### src/rtl/pipe_ctrl_pkg.sv
// Shared types for the pipeline hazard controller.
// States, forwarding codes and default widths.
package pipe_ctrl_pkg;

    localparam int REG_AW_DEF = 5;

    typedef enum logic [1:0] {
        RUN      = 2'b00,
        LD_STALL = 2'b01,
        BR_FLUSH = 2'b10
    } state_t;

    localparam logic [1:0] FWD_RF    = 2'b00;
    localparam logic [1:0] FWD_EXMEM = 2'b01;
    localparam logic [1:0] FWD_MEMWB = 2'b10;

endpackage

### src/rtl/pipe_fwd_unit.sv
// Operand forwarding compare for one EX source register.
// Youngest producer (EX/MEM) wins over MEM/WB; r0 never forwards.
module pipe_fwd_unit
    import pipe_ctrl_pkg::*;
#(
    parameter int REG_AW = REG_AW_DEF
) (
    input  logic [REG_AW-1:0] src,
    input  logic [REG_AW-1:0] ex_rd,
    input  logic              ex_regwrite,
    input  logic [REG_AW-1:0] mem_rd,
    input  logic              mem_regwrite,
    output logic [1:0]        fwd
);

    // Priority select of the forwarding source
    always_comb begin
        fwd = FWD_RF;
        if (ex_regwrite && ex_rd != '0 && ex_rd == src)
            fwd = FWD_EXMEM;
        else if (mem_regwrite && mem_rd != '0 && mem_rd == src)
            fwd = FWD_MEMWB;
    end

endmodule

### src/rtl/pipe_hazard_ctrl.sv
// Hazard/sequencing controller for the 5-stage pipeline.
// Load-use stalls, taken-branch flushes and registered forwarding selects.
module pipe_hazard_ctrl
    import pipe_ctrl_pkg::*;
#(
    parameter int REG_AW       = REG_AW_DEF,
    parameter int LOAD_LAT     = 1,
    parameter int FLUSH_CYCLES = 1,
    parameter int CNT_W        = 16
) (
    input  logic              clk,
    input  logic              rst_n,
    input  logic              id_valid,
    input  logic [REG_AW-1:0] id_rs,
    input  logic [REG_AW-1:0] id_rt,
    input  logic              id_use_rs,
    input  logic              id_use_rt,
    input  logic              ex_valid,
    input  logic [REG_AW-1:0] ex_rd,
    input  logic              ex_regwrite,
    input  logic              ex_memread,
    input  logic              ex_branch,
    input  logic              ex_zero,
    input  logic [REG_AW-1:0] mem_rd,
    input  logic              mem_regwrite,
    output logic              stall_pc,
    output logic              stall_ifid,
    output logic              flush_ifid,
    output logic              bubble_idex,
    output logic              pc_sel_branch,
    output logic [1:0]        fwd_a,
    output logic [1:0]        fwd_b,
    output logic [1:0]        state,
    output logic [CNT_W-1:0]  stall_cnt,
    output logic [CNT_W-1:0]  flush_cnt
);

    localparam int CMAX = (LOAD_LAT > FLUSH_CYCLES) ? LOAD_LAT : FLUSH_CYCLES;
    localparam int CW   = (CMAX > 1) ? $clog2(CMAX + 1) : 1;

    state_t        state_q, state_n;
    logic [CW-1:0] cnt_q, cnt_n;
    logic          br_taken, lu_haz;
    logic          stall_inc, flush_inc;
    logic [1:0]    fa_c, fb_c;

    assign br_taken = ex_valid & ex_branch & ex_zero;
    assign lu_haz   = id_valid & ex_valid & ex_memread & ex_regwrite
                    & (ex_rd != '0)
                    & ((id_use_rs & (id_rs == ex_rd))
                     | (id_use_rt & (id_rt == ex_rd)));

    pipe_fwd_unit #(.REG_AW(REG_AW)) u_fwd_rs (
        .src          (id_rs),
        .ex_rd        (ex_rd),
        .ex_regwrite  (ex_regwrite),
        .mem_rd       (mem_rd),
        .mem_regwrite (mem_regwrite),
        .fwd          (fa_c)
    );

    pipe_fwd_unit #(.REG_AW(REG_AW)) u_fwd_rt (
        .src          (id_rt),
        .ex_rd        (ex_rd),
        .ex_regwrite  (ex_regwrite),
        .mem_rd       (mem_rd),
        .mem_regwrite (mem_regwrite),
        .fwd          (fb_c)
    );

    // Next state and hazard controls; all quiet while in reset
    always_comb begin
        state_n       = state_q;
        cnt_n         = cnt_q;
        stall_pc      = 1'b0;
        stall_ifid    = 1'b0;
        flush_ifid    = 1'b0;
        bubble_idex   = 1'b0;
        pc_sel_branch = 1'b0;
        stall_inc     = 1'b0;
        flush_inc     = 1'b0;
        if (rst_n) begin
            unique case (state_q)
                RUN, LD_STALL: begin
                    if (br_taken) begin
                        pc_sel_branch = 1'b1;
                        flush_ifid    = 1'b1;
                        bubble_idex   = 1'b1;
                        flush_inc     = 1'b1;
                        if (FLUSH_CYCLES > 1) begin
                            state_n = BR_FLUSH;
                            cnt_n   = CW'(FLUSH_CYCLES - 1);
                        end else begin
                            state_n = RUN;
                        end
                    end else if (state_q == LD_STALL || lu_haz) begin
                        stall_pc    = 1'b1;
                        stall_ifid  = 1'b1;
                        bubble_idex = 1'b1;
                        stall_inc   = 1'b1;
                        if (state_q == LD_STALL) begin
                            cnt_n = cnt_q - CW'(1);
                            if (cnt_q == CW'(1))
                                state_n = RUN;
                        end else if (LOAD_LAT > 1) begin
                            state_n = LD_STALL;
                            cnt_n   = CW'(LOAD_LAT - 1);
                        end
                    end
                end
                BR_FLUSH: begin
                    flush_ifid  = 1'b1;
                    bubble_idex = 1'b1;
                    cnt_n       = cnt_q - CW'(1);
                    if (cnt_q == CW'(1))
                        state_n = RUN;
                end
                default: state_n = RUN;
            endcase
        end
    end

    // State, sequence counter, event counters and forwarding registers
    always_ff @(posedge clk or negedge rst_n) begin
        if (!rst_n) begin
            state_q   <= RUN;
            cnt_q     <= '0;
            fwd_a     <= FWD_RF;
            fwd_b     <= FWD_RF;
            stall_cnt <= '0;
            flush_cnt <= '0;
        end else begin
            state_q <= state_n;
            cnt_q   <= cnt_n;
            fwd_a   <= bubble_idex ? FWD_RF : fa_c;
            fwd_b   <= bubble_idex ? FWD_RF : fb_c;
            if (stall_inc && stall_cnt != '1)
                stall_cnt <= stall_cnt + CNT_W'(1);
            if (flush_inc && flush_cnt != '1)
                flush_cnt <= flush_cnt + CNT_W'(1);
        end
    end

    assign state = state_q;

endmodule

### config.mk
export PLATFORM = sky130hd
export DESIGN_NAME = pipe_hazard_ctrl
export DESIGN_NICKNAME = d
export VERILOG_FILES = /design/src/rtl/pipe_ctrl_pkg.sv /design/src/rtl/pipe_fwd_unit.sv /design/src/rtl/pipe_hazard_ctrl.sv
export SDC_FILE = /design/constraint.sdc
export NUM_CORES = 1
export LEC_CHECK = 0
export ABC_AREA = 1
export CAP_MARGIN = 0
export CORE_ASPECT_RATIO = 1.4
export CORE_MARGIN = 5
export CORE_UTILIZATION = 30
export CTS_BUF_LIST = sky130_fd_sc_hd__clkbuf_8
export CTS_CLUSTER_SIZE = 12
export DETAILED_ROUTE_END_ITERATION = 16
export PLACE_DENSITY = 0.5
export SLEW_MARGIN = 20
export SYNTH_ARGS = -nofsm -noshare
export SYNTH_HDL_FRONTEND = slang
export SYNTH_HIERARCHICAL = 1
export SYNTH_SLANG_ARGS = --single-unit
### constraint.sdc
create_clock -name clk -period 2.35 [get_ports clk]
set_input_delay 0.5875 -clock clk [delete_from_list [all_inputs] [get_ports clk]]
set_output_delay 0.5875 -clock clk [all_outputs]
set_load 0.05 [all_outputs]
==> impl_metrics.yaml <==
placed_design:
  gp_congestion: 0.873
  dp_hpwl_um: 6850
  portBuffers: 73
  dp_slack_ps: -373
  dpl_cell_area_mm2: 0.00404
drt:
  avgViaCountPerCell: 4.62
  drtIter0Drc: 118
  vias: 3036
  detail_route.wl_per_cell_um: 12.9
  detail-route-antenna-nets: 0
  wl_um: 8460
  first_pass_iters: 6
  drc_errors: 0
critical_path:
  max_stage_delay_ps: 870
  crit_path_start_kind: "register"
  worst-path-buf-inv: 1
  path_cells: "clkdlybuf4s50_1"
  worst_setup_path_end_kind: "output port"
  cp.required_ps: 1760
  crit_slowest_cell: "clkdlybuf4s50_1"
  arrival_ps: 1700
  critical_path.top_delay_family: "buffers and inverters"
  cp_max_fo: 7
  setup.worst_path.class: "register to output port"
power_and_ir_drop:
  p_leak_uw: 0.00217
  vdd.ir_drop.worst_uv: 228
  power_density_mw_per_mm2: 443
sta:
  worst_slew_pin_slew_ps: 510
  hold_viol: 0
  min_period_ps: 2290
  slew_viol_final: 0
  worst_slack_ps: 63.5
  setup_viol: 0
  clock-skew-final_ps: 11.8
  period_share: 0.973
  slew_headroom: 0.659
  fmax_ghz: 0.437
  holdWs_ps: 362
  rsz0062_at_grt: "false"
die:
  dieArea_mm2: 0.0115
  die_w_um: 92.3
  rows: 42
  die_h_um: 125
  coreArea_mm2: 0.00935
  start_util: 0.304
  io_pins: 74
cts:
  htreeDepth: 2
  clkTransAtPathRegs_ps: 80
  cts_buffers: 5
  clk_path_buf_depth: 2
  cts_tree: "built"
  clkLatencyLatePin_ps: 310
  cts_root_buf: "clkbuf_8"
  clkSinkCount: 39
logic_synthesis:
  syn-mean-instance-area_um2: 6.61
  syn_inst: 430
  synth_ff_type: "dfrtp_1"
  syn_area_mm2: 0.00284
  synth_common_cells: "138 x nand2_1, 67 x inv_1, 52 x nor2_1"
  ys_warn_count: 6
  synth_fp_nets: 463
  async_reset_ff_frac: 1.00
  synth-seq-area-share: 0.343
  synth_area_leaders: "dfrtp_1 34%, nand2_1 18%, inv_1 8.9%, nor2_1 6.9%, xor2_1 6.2%"
  synth-seq-cells: 39
  ys_types: 25
  synth-edff-count: 0
  yosysTopAreaCell: "dfrtp_1"
  yosysTopAreaCellShare: 0.343
  synth.most_common_cell: "nand2_1"
global_routing:
  antenna_found_initial: 0
  grt_util_all_layers: 0.153
  grt_pass1_wl_um: 14300
  grt-ovfl-total: 0
  grt_pass1_vias: 3071
  grt_max_degree: 41
flow_run:
  drv_cap: 0
min_path:
  min_path_type: "primary input to async pin"
final_layout:
  area_growth_syn_to_layout_pct: 46.9
  fin_util: 0.446
  filler_cell_count: 991
  stdcell_area_mm2: 0.00417
  drive_gt1_frac: 0.199
  n_antenna_cell: 0
  nets: 579
outcome:
  outcome: "completed"
## through the flow
step	cells	power, uW	setup TNS (ps)
final	657	1850	0
after CTS	655	1870	0
after global placement	645	1260	-1840
after detailed placement	645	1270	-2370
after floorplan	430	1020	-109
after global routing	657	1940	0
## path summary, 6_finish.rpt
path                                          start                        end  slack [ps]  cells after the start
max reg2reg                stall_cnt[0]$_DFFE_PN0P_  stall_cnt[11]$_DFFE_PN0P_         400                      8
max                        stall_cnt[2]$_DFFE_PN0P_               stall_cnt[2]          60                      1
min reg2reg                       cnt_q$_DFFE_PN0P_          cnt_q$_DFFE_PN0P_         500                      1
max in group asynchronous                     rst_n   stall_cnt[9]$_DFFE_PN0P_        1630                      2
min in group clk                  cnt_q$_DFFE_PN0P_          cnt_q$_DFFE_PN0P_         500                      1
min                                           rst_n  stall_cnt[15]$_DFFE_PN0P_         360                      2
## timing repair
item,CTS,global route
resized for setup,51,32
hold buffers,0,0
endpoints found under the setup margin,5,5
buffers inserted,2,2
endpoints found under the hold margin,0,0
pin swaps,15,14
## power by group
group	internal (uW)	switching [uW]
combinational	192	298
clock	344	258
sequential	706	48.0
## layout by cell type (no fill, tap or decap), drive strengths merged
cell / Yosys / routed
ha: 2 / 2
o21ai: 11 / 11
nand3: 29 / 29
a21boi: 3 / 3
dfrtp: 39 / 39
dlygate4sd2: 0 / 6
clkbuf: 0 / 15
and3: 1 / 1
nor3: 11 / 11
buf: 6 / 56
nand2: 142 / 142
xnor2: 7 / 7
clkdlybuf4s50: 0 / 42
xor2: 20 / 20
dlymetal6s2s: 0 / 2
nor2: 56 / 56
clkinv: 0 / 1
inv: 71 / 71
nand4: 25 / 25
a21oi: 5 / 5
o21a: 2 / 2
bufinv: 0 / 1
## cell families after synthesis
kind of cell    Yosys count  synth area share
flops                    39             0.343
buf+inv                  77             0.107
fa+ha+maj                 2           0.00881
compound gates           21            0.0414
xor+xnor                 27            0.0832
simple gates            264             0.416
## state kept, by name, indices dropped and copies added (netlist names)
register and flops:
cnt_q 1, fwd_b 2, flush_cnt 16, fwd_a 2
state 2, stall_cnt 16
## layout make-up
class | instances | area (um2) | area share
Clock inverter | 2 | 35.0 | 0.00840
Clock buffer | 6 | 82.6 | 0.0198
Tap cell | 110 | 138 | 0.0330
Sequential cell | 39 | 976 | 0.234
Inverter | 71 | 267 | 0.0639
Timing Repair Buffer | 115 | 1050 | 0.251
Multi-Input combinational cell | 314 | 1630 | 0.390
## metal layers
| metal | track usage | routed length (um) | vias up | share of wire |
|---|---|---|---|---|
| met5 | 0 | 0 | - | 0 |
| met2 | 0.281 | 4490 | 76 | 0.53 |
| met4 | 0.0709 | 252 | 0 | 0.030 |
| met1 | 0.169 | 3350 | 1377 | 0.40 |
| li1 | - | - | 1571 | - |
| met3 | 0.0258 | 365 | 12 | 0.043 |
Power figures use the tool's default switching activity.
